File: config.mk
export PLATFORM = sky130hd
export DESIGN_NAME = apb_master_bridge_flat
export DESIGN_NICKNAME = d
export VERILOG_FILES = /design/src/rtl/apb_master_bridge_if.sv /design/src/rtl/apb_master_bridge.sv /design/src/flat_wrapper.sv
export SDC_FILE = /design/constraint.sdc
export NUM_CORES = 1
export LEC_CHECK = 0
export CAP_MARGIN = 20
export CORE_UTILIZATION = 30
export CTS_CLUSTER_DIAMETER = 80
export CTS_CLUSTER_SIZE = 16
export DETAILED_ROUTE_END_ITERATION = 10
export DONT_BUFFER_PORTS = 1
export PLACE_DENSITY = 0.52
export SKIP_LAST_GASP = 1
export SYNTH_ARGS = -nofsm -noshare
export SYNTH_HDL_FRONTEND = slang
export SYNTH_SLANG_ARGS = --single-unit
File: constraint.sdc
create_clock -name PCLK -period 1.9 [get_ports PCLK]
set_input_delay 0.285 -clock PCLK [delete_from_list [all_inputs] [get_ports PCLK]]
set_output_delay 0.285 -clock PCLK [all_outputs]
set_load 0.005 [all_outputs]
File: src/rtl/apb_master_bridge_if.sv
// Command, response and APB bus signals of apb_master_bridge.
// The master modport is the bridge's view; slave is the view of whatever sits around it.
interface apb_master_bridge_if #(
  parameter int unsigned NUM_SLV = 2
);
  logic               cmd_valid;
  logic               cmd_ready;
  logic               cmd_write;
  logic [31:0]        cmd_addr;
  logic [31:0]        cmd_wdata;
  logic [2:0]         cmd_prot;

  logic               rsp_valid;
  logic               rsp_ready;
  logic [31:0]        rsp_rdata;
  logic               rsp_err;

  logic [31:0]        PADDR;
  logic [NUM_SLV-1:0] PSEL;
  logic               PENABLE;
  logic               PWRITE;
  logic [31:0]        PWDATA;
  logic [2:0]         PPROT;
  logic [31:0]        PRDATA;
  logic               PREADY;
  logic               PSLVERR;

  modport master (
    input  cmd_valid, cmd_write, cmd_addr, cmd_wdata, cmd_prot,
    output cmd_ready,
    output rsp_valid, rsp_rdata, rsp_err,
    input  rsp_ready,
    output PADDR, PSEL, PENABLE, PWRITE, PWDATA, PPROT,
    input  PRDATA, PREADY, PSLVERR
  );

  modport slave (
    output cmd_valid, cmd_write, cmd_addr, cmd_wdata, cmd_prot,
    input  cmd_ready,
    input  rsp_valid, rsp_rdata, rsp_err,
    output rsp_ready,
    input  PADDR, PSEL, PENABLE, PWRITE, PWDATA, PPROT,
    output PRDATA, PREADY, PSLVERR
  );
endinterface

File: src/rtl/apb_master_bridge.sv
// Single-outstanding APB initiator fed by a valid/ready command port.
// Define APB_MASTER_TIMEOUT_EN to abandon ACCESS after TIMEOUT_CYCLES wait cycles.
module apb_master_bridge #(
  parameter int unsigned NUM_SLV        = 2,
  parameter int unsigned SEL_BIT        = 12,
  parameter int unsigned TIMEOUT_CYCLES = 16
) (
  input  logic                PCLK,
  input  logic                PRESETn,
  apb_master_bridge_if.master bus_io
);

  typedef enum logic [1:0] {StIdle, StSetup, StAccess, StResp} state_e;

  state_e             state_q, state_d;
  logic [31:0]        paddr_q, paddr_d;
  logic [31:0]        pwdata_q, pwdata_d;
  logic               pwrite_q, pwrite_d;
  logic [2:0]         pprot_q, pprot_d;
  logic [NUM_SLV-1:0] psel_q, psel_d;
  logic               penable_q, penable_d;
  logic [31:0]        rdata_q, rdata_d;
  logic               err_q, err_d;

  logic [1:0]         cmd_idx;
  logic               cmd_hit;
  logic [NUM_SLV-1:0] cmd_sel;
  logic               timeout;

  assign cmd_idx = bus_io.cmd_addr[SEL_BIT+1:SEL_BIT];
  assign cmd_hit = 32'(cmd_idx) < NUM_SLV;

  always_comb begin
    cmd_sel = '0;
    for (int unsigned i = 0; i < NUM_SLV; i++) begin
      cmd_sel[i] = (32'(cmd_idx) == i);
    end
  end

`ifdef APB_MASTER_TIMEOUT_EN
  localparam int unsigned CntW = $clog2(TIMEOUT_CYCLES + 1);

  logic [CntW-1:0] cnt_q, cnt_d;

  // Cleared during SETUP so every ACCESS phase starts counting from zero.
  always_comb begin
    cnt_d = cnt_q;
    if (state_q == StSetup) begin
      cnt_d = '0;
    end else if (state_q == StAccess && !bus_io.PREADY) begin
      cnt_d = cnt_q + 1'b1;
    end
  end

  always_ff @(posedge PCLK or negedge PRESETn) begin
    if (!PRESETn) begin
      cnt_q <= '0;
    end else begin
      cnt_q <= cnt_d;
    end
  end

  assign timeout = (32'(cnt_q) + 32'd1) >= TIMEOUT_CYCLES;
`else
  logic unused_timeout_cycles;
  assign unused_timeout_cycles = (TIMEOUT_CYCLES == 0);
  assign timeout = 1'b0;
`endif

  always_comb begin
    state_d   = state_q;
    paddr_d   = paddr_q;
    pwdata_d  = pwdata_q;
    pwrite_d  = pwrite_q;
    pprot_d   = pprot_q;
    psel_d    = psel_q;
    penable_d = penable_q;
    rdata_d   = rdata_q;
    err_d     = err_q;

    unique case (state_q)
      StIdle: begin
        if (bus_io.cmd_valid) begin
          paddr_d  = bus_io.cmd_addr;
          pwdata_d = bus_io.cmd_wdata;
          pwrite_d = bus_io.cmd_write;
          pprot_d  = bus_io.cmd_prot;
          if (cmd_hit) begin
            psel_d  = cmd_sel;
            state_d = StSetup;
          end else begin
            rdata_d = '0;
            err_d   = 1'b1;
            state_d = StResp;
          end
        end
      end
      StSetup: begin
        penable_d = 1'b1;
        state_d   = StAccess;
      end
      StAccess: begin
        // PREADY is checked first so a completion on the limit cycle still wins.
        if (bus_io.PREADY) begin
          rdata_d   = (pwrite_q || bus_io.PSLVERR) ? '0 : bus_io.PRDATA;
          err_d     = bus_io.PSLVERR;
          psel_d    = '0;
          penable_d = 1'b0;
          state_d   = StResp;
        end else if (timeout) begin
          rdata_d   = '0;
          err_d     = 1'b1;
          psel_d    = '0;
          penable_d = 1'b0;
          state_d   = StResp;
        end
      end
      StResp: begin
        if (bus_io.rsp_ready) begin
          state_d = StIdle;
        end
      end
      default: state_d = StIdle;
    endcase
  end

  always_ff @(posedge PCLK or negedge PRESETn) begin
    if (!PRESETn) begin
      state_q   <= StIdle;
      paddr_q   <= '0;
      pwdata_q  <= '0;
      pwrite_q  <= 1'b0;
      pprot_q   <= '0;
      psel_q    <= '0;
      penable_q <= 1'b0;
      rdata_q   <= '0;
      err_q     <= 1'b0;
    end else begin
      state_q   <= state_d;
      paddr_q   <= paddr_d;
      pwdata_q  <= pwdata_d;
      pwrite_q  <= pwrite_d;
      pprot_q   <= pprot_d;
      psel_q    <= psel_d;
      penable_q <= penable_d;
      rdata_q   <= rdata_d;
      err_q     <= err_d;
    end
  end

  // Gated by PRESETn so the command port is closed for the whole reset pulse.
  assign bus_io.cmd_ready = (state_q == StIdle) && PRESETn;
  assign bus_io.rsp_valid = (state_q == StResp);
  assign bus_io.rsp_rdata = rdata_q;
  assign bus_io.rsp_err   = err_q;

  assign bus_io.PADDR   = paddr_q;
  assign bus_io.PSEL    = psel_q;
  assign bus_io.PENABLE = penable_q;
  assign bus_io.PWRITE  = pwrite_q;
  assign bus_io.PWDATA  = pwdata_q;
  assign bus_io.PPROT   = pprot_q;

endmodule

File: src/flat_wrapper.sv
// flat-port wrapper written by rule: the top's interface ports become plain ports
module apb_master_bridge_flat 
#(
  parameter int unsigned NUM_SLV        = 2,
  parameter int unsigned SEL_BIT        = 12,
  parameter int unsigned TIMEOUT_CYCLES = 16
)
  (PCLK, PRESETn, bus_io_cmd_valid, bus_io_cmd_write, bus_io_cmd_addr, bus_io_cmd_wdata, bus_io_cmd_prot, bus_io_cmd_ready, bus_io_rsp_valid, bus_io_rsp_rdata, bus_io_rsp_err, bus_io_rsp_ready, bus_io_PADDR, bus_io_PSEL, bus_io_PENABLE, bus_io_PWRITE, bus_io_PWDATA, bus_io_PPROT, bus_io_PRDATA, bus_io_PREADY, bus_io_PSLVERR);
  apb_master_bridge_if #(.NUM_SLV(NUM_SLV)) bus_io_i ();
  input  logic PCLK;
  input  logic PRESETn;
  input wire logic [$bits(bus_io_i.cmd_valid)-1:0] bus_io_cmd_valid;
  input wire logic [$bits(bus_io_i.cmd_write)-1:0] bus_io_cmd_write;
  input wire logic [$bits(bus_io_i.cmd_addr)-1:0] bus_io_cmd_addr;
  input wire logic [$bits(bus_io_i.cmd_wdata)-1:0] bus_io_cmd_wdata;
  input wire logic [$bits(bus_io_i.cmd_prot)-1:0] bus_io_cmd_prot;
  output wire logic [$bits(bus_io_i.cmd_ready)-1:0] bus_io_cmd_ready;
  output wire logic [$bits(bus_io_i.rsp_valid)-1:0] bus_io_rsp_valid;
  output wire logic [$bits(bus_io_i.rsp_rdata)-1:0] bus_io_rsp_rdata;
  output wire logic [$bits(bus_io_i.rsp_err)-1:0] bus_io_rsp_err;
  input wire logic [$bits(bus_io_i.rsp_ready)-1:0] bus_io_rsp_ready;
  output wire logic [$bits(bus_io_i.PADDR)-1:0] bus_io_PADDR;
  output wire logic [$bits(bus_io_i.PSEL)-1:0] bus_io_PSEL;
  output wire logic [$bits(bus_io_i.PENABLE)-1:0] bus_io_PENABLE;
  output wire logic [$bits(bus_io_i.PWRITE)-1:0] bus_io_PWRITE;
  output wire logic [$bits(bus_io_i.PWDATA)-1:0] bus_io_PWDATA;
  output wire logic [$bits(bus_io_i.PPROT)-1:0] bus_io_PPROT;
  input wire logic [$bits(bus_io_i.PRDATA)-1:0] bus_io_PRDATA;
  input wire logic [$bits(bus_io_i.PREADY)-1:0] bus_io_PREADY;
  input wire logic [$bits(bus_io_i.PSLVERR)-1:0] bus_io_PSLVERR;
  assign bus_io_i.cmd_valid = bus_io_cmd_valid;
  assign bus_io_i.cmd_write = bus_io_cmd_write;
  assign bus_io_i.cmd_addr = bus_io_cmd_addr;
  assign bus_io_i.cmd_wdata = bus_io_cmd_wdata;
  assign bus_io_i.cmd_prot = bus_io_cmd_prot;
  assign bus_io_cmd_ready = bus_io_i.cmd_ready;
  assign bus_io_rsp_valid = bus_io_i.rsp_valid;
  assign bus_io_rsp_rdata = bus_io_i.rsp_rdata;
  assign bus_io_rsp_err = bus_io_i.rsp_err;
  assign bus_io_i.rsp_ready = bus_io_rsp_ready;
  assign bus_io_PADDR = bus_io_i.PADDR;
  assign bus_io_PSEL = bus_io_i.PSEL;
  assign bus_io_PENABLE = bus_io_i.PENABLE;
  assign bus_io_PWRITE = bus_io_i.PWRITE;
  assign bus_io_PWDATA = bus_io_i.PWDATA;
  assign bus_io_PPROT = bus_io_i.PPROT;
  assign bus_io_i.PRDATA = bus_io_PRDATA;
  assign bus_io_i.PREADY = bus_io_PREADY;
  assign bus_io_i.PSLVERR = bus_io_PSLVERR;
  apb_master_bridge #(.NUM_SLV(NUM_SLV), .SEL_BIT(SEL_BIT), .TIMEOUT_CYCLES(TIMEOUT_CYCLES)) u_core (.PCLK(PCLK), .PRESETn(PRESETn), .bus_io(bus_io_i));
endmodule
==> flow_summary.json <==
{
  "grt_first_pass_wirelength_um": 12680,
  "root_buffer": "clkbuf_16",
  "yosysSeqAreaShare": 0.6117,
  "setup_violations": 0,
  "fin_skew_ns": 0.003953,
  "synth_warnings": 0,
  "syn_inst": 320,
  "regArea_sq_um": 2653,
  "layout-drive-gt1-share": 0.2900,
  "cts_tree": "done",
  "cp-end-kind": "flop",
  "maxCapViolCount": 0,
  "post_drt_wl_per_cell_um": 17.45,
  "hold_path.class": "in2async",
  "critPathKind": "reg2reg",
  "dp_cells": 493,
  "gp_congestion": 0.6797,
  "die_area_sq_um": 14940,
  "fin_crit_sh": 0.9267,
  "antenna_left": 0,
  "htreeDepth": 3,
  "route.detailed.drc": 0,
  "fin_nets": 437,
  "critical_path_arrival_ns": 1.99,
  "run_status": "finished, violations left",
  "final_common_cell": "dfrtp_1",
  "fp-row-count": 43,
  "portBuffers": 0,
  "insertion_delay_ns": 0.35,
  "stdcell_count": 511,
  "tightest_slew_ns": 0.4162,
  "grt_max_degree": 108,
  "syn-cell-area_sq_um": 4337,
  "fill_cells": 1386,
  "diodes": 0,
  "cts_resized": 0,
  "setup_slack_ns": 0.1392,
  "grt_usage": 0.1146,
  "drt_pre_antenna_iters": 4,
  "power.total_mw": 8.773,
  "die_w_um": 122.2,
  "area_growth_pct": 13.96,
  "viasPerCell": 4.640,
  "yosysUniqueCellTypes": 22,
  "clk_pin_slew_worst_paths_ns": 0.07,
  "crit_required_ns": 2.13,
  "dp_hpwl_um": 6249,
  "antenna_found_initial": 0,
  "synth-seq-cells": 106,
  "vdd_drop_max_uv": 562.6,
  "drtIter0Drc": 58,
  "crit_fanout": 22,
  "critPathLaunchType": "flop",
  "slew_violations": 0,
  "cts_sinks": 106,
  "vias": 2371,
  "initial_core_util": 0.3100,
  "cts_buffer_depth": 2,
  "io-pin-count": 212,
  "fin_crit_ns": 1.761,
  "fp.dieH_um": 122.2,
  "multi_input_area_sq_um": 1469,
  "violations": "negative hold slack",
  "p_leak_nw": 2.141,
  "rrSetupSlack_ns": 0.14,
  "slew_headroom": 0.7220,
  "final_util": 0.3533,
  "gr-total-overflow": 0,
  "numCtsBuffers": 9,
  "finalHoldViolations": 106,
  "coreArea_sq_um": 13990,
  "power_density_nw_per_um2": 1775,
  "post-place-ws_ns": 0.1219,
  "syn_avg_cell_area_sq_um": 13.55,
  "drt-total-wl_um": 8915,
  "grt_pass1_vias": 2485,
  "final_cell_mix": "dfrtp_1 (106), mux2_2 (68), nand2_1 (37)",
  "fmax_mhz": 567.9,
  "synth_nets": 431,
  "fin_hold_ws_ns": -0.3725
}
[cells in the mapped netlist]
library cell,instances,share of area
dfrtp_1,106,0.61
mux2_2,68,0.18
nand2_1,38,0.033
inv_1,35,0.030
mux2i_1,35,0.081
buf_2,5,0.0058
ha_1,5,0.014
buf_4,3,0.0052
buf_6,3,0.0078
clkbuf_1,3,0.0026
nor2b_1,3,0.0043
and2_1,2,0.0029
nand2b_1,2,0.0029
nor2_1,2,0.0017
o21ai_0,2,0.0023
o41ai_1,2,0.0040
a211oi_4,1,0.0046
a21oi_1,1,0.0012
nor3_1,1,0.0012
nor3b_2,1,0.0029
or4_1,1,0.0017
or4b_1,1,0.0023
[power by group]
| group | leakage (nW) | total (mW) | switching [mW] | internal, mW |
|---|---|---|---|---|
| combinational | 0.679 | 2.58 | 1.09 | 1.50 |
| clock | 0.147 | 2.02 | 0.830 | 1.19 |
| sequential | 1.32 | 4.17 | 0.855 | 3.31 |
| total | 2.14 | 8.77 | 2.77 | 6.00 |
[metal layers]
metal,GRT usage,vias to the layer above,part of all wire
met2,0.1815,145,0.49
met4,0.07546,0,0.026
met1,0.1266,1155,0.37
li1,-,1058,-
met3,0.04647,13,0.11
met5,0,-,0
[path summary, 6_finish.rpt]
path	startpoint	to	cells after the start
hold / removal	PRESETn	u_core.bus_io.rsp_rdata[26]	0
hold reg to reg	u_core.bus_io.PWDATA[22]	u_core.bus_io.PWDATA[22]	1
setup reg to reg	u_core.state_q[1]	u_core.bus_io.PADDR[26]	6
max in group asynchronous	PRESETn	u_core.bus_io.PWDATA[24]	0
setup / recovery	u_core.state_q[1]	u_core.bus_io.PADDR[26]	6
min in group PCLK	bus_io_PRDATA[0]	u_core.bus_io.rsp_rdata[0]	2
[logic make-up after synthesis]
family / Yosys count / share of synthesized area
fa+ha+maj: 5 / 0.01443
buf+inv: 49 / 0.05164
compound gates: 6 / 0.01212
flops: 106 / 0.6117
mux: 103 / 0.2574
simple gates: 51 / 0.05280
[stage by stage]
stage | hold WS [ns] | setup TNS [ns] | area [sq um]
2_1_floorplan | -0.01059 | 0 | 4337
3_3_place_gp | -0.008194 | 0 | 4568
4_1_cts | -0.3956 | 0 | 4897
5_1_grt | -0.3953 | -0.01071 | 4942
3_5_place_dp | -0.008279 | 0 | 4568
6_report | -0.3725 | 0 | 4942
[critical path, stage by stage, from the launching register on]
cell	delay (ns)
dfrtp_1	0.40
inv_1	0.09
ha_1	0.20
buf_4	0.17
nand2_2	0.10
buf_4	0.30
mux2_2	0.38
[cell type report]
class                           instances  share of cell area
Clock inverter                          6             0.01823
Timing Repair Buffer                    9             0.02734
Sequential cell                       106              0.5367
Clock buffer                           10             0.04835
Multi-Input combinational cell        165              0.2972
Tap cell                              180             0.04557
Inverter                               35             0.02658
[registers in the layout, summed over array words and instances, names as in the netlist]
name                     count
u_core.bus_io.rsp_rdata     32
u_core.bus_io.PWDATA        32
u_core.bus_io.PADDR         32
u_core.bus_io.PSEL           2
u_core.bus_io.PPROT          3
u_core.bus_io.rsp_err        1
u_core.state_q               2
u_core.bus_io.PWRITE         1
u_core.bus_io.PENABLE        1
[repair_timing]
item / CTS / global route
endpoints found under the hold margin: 106 / 106
endpoints found under the setup margin: 0 / 1
buffers inserted: 0 / 1
Power figures use the tool's default switching activity.
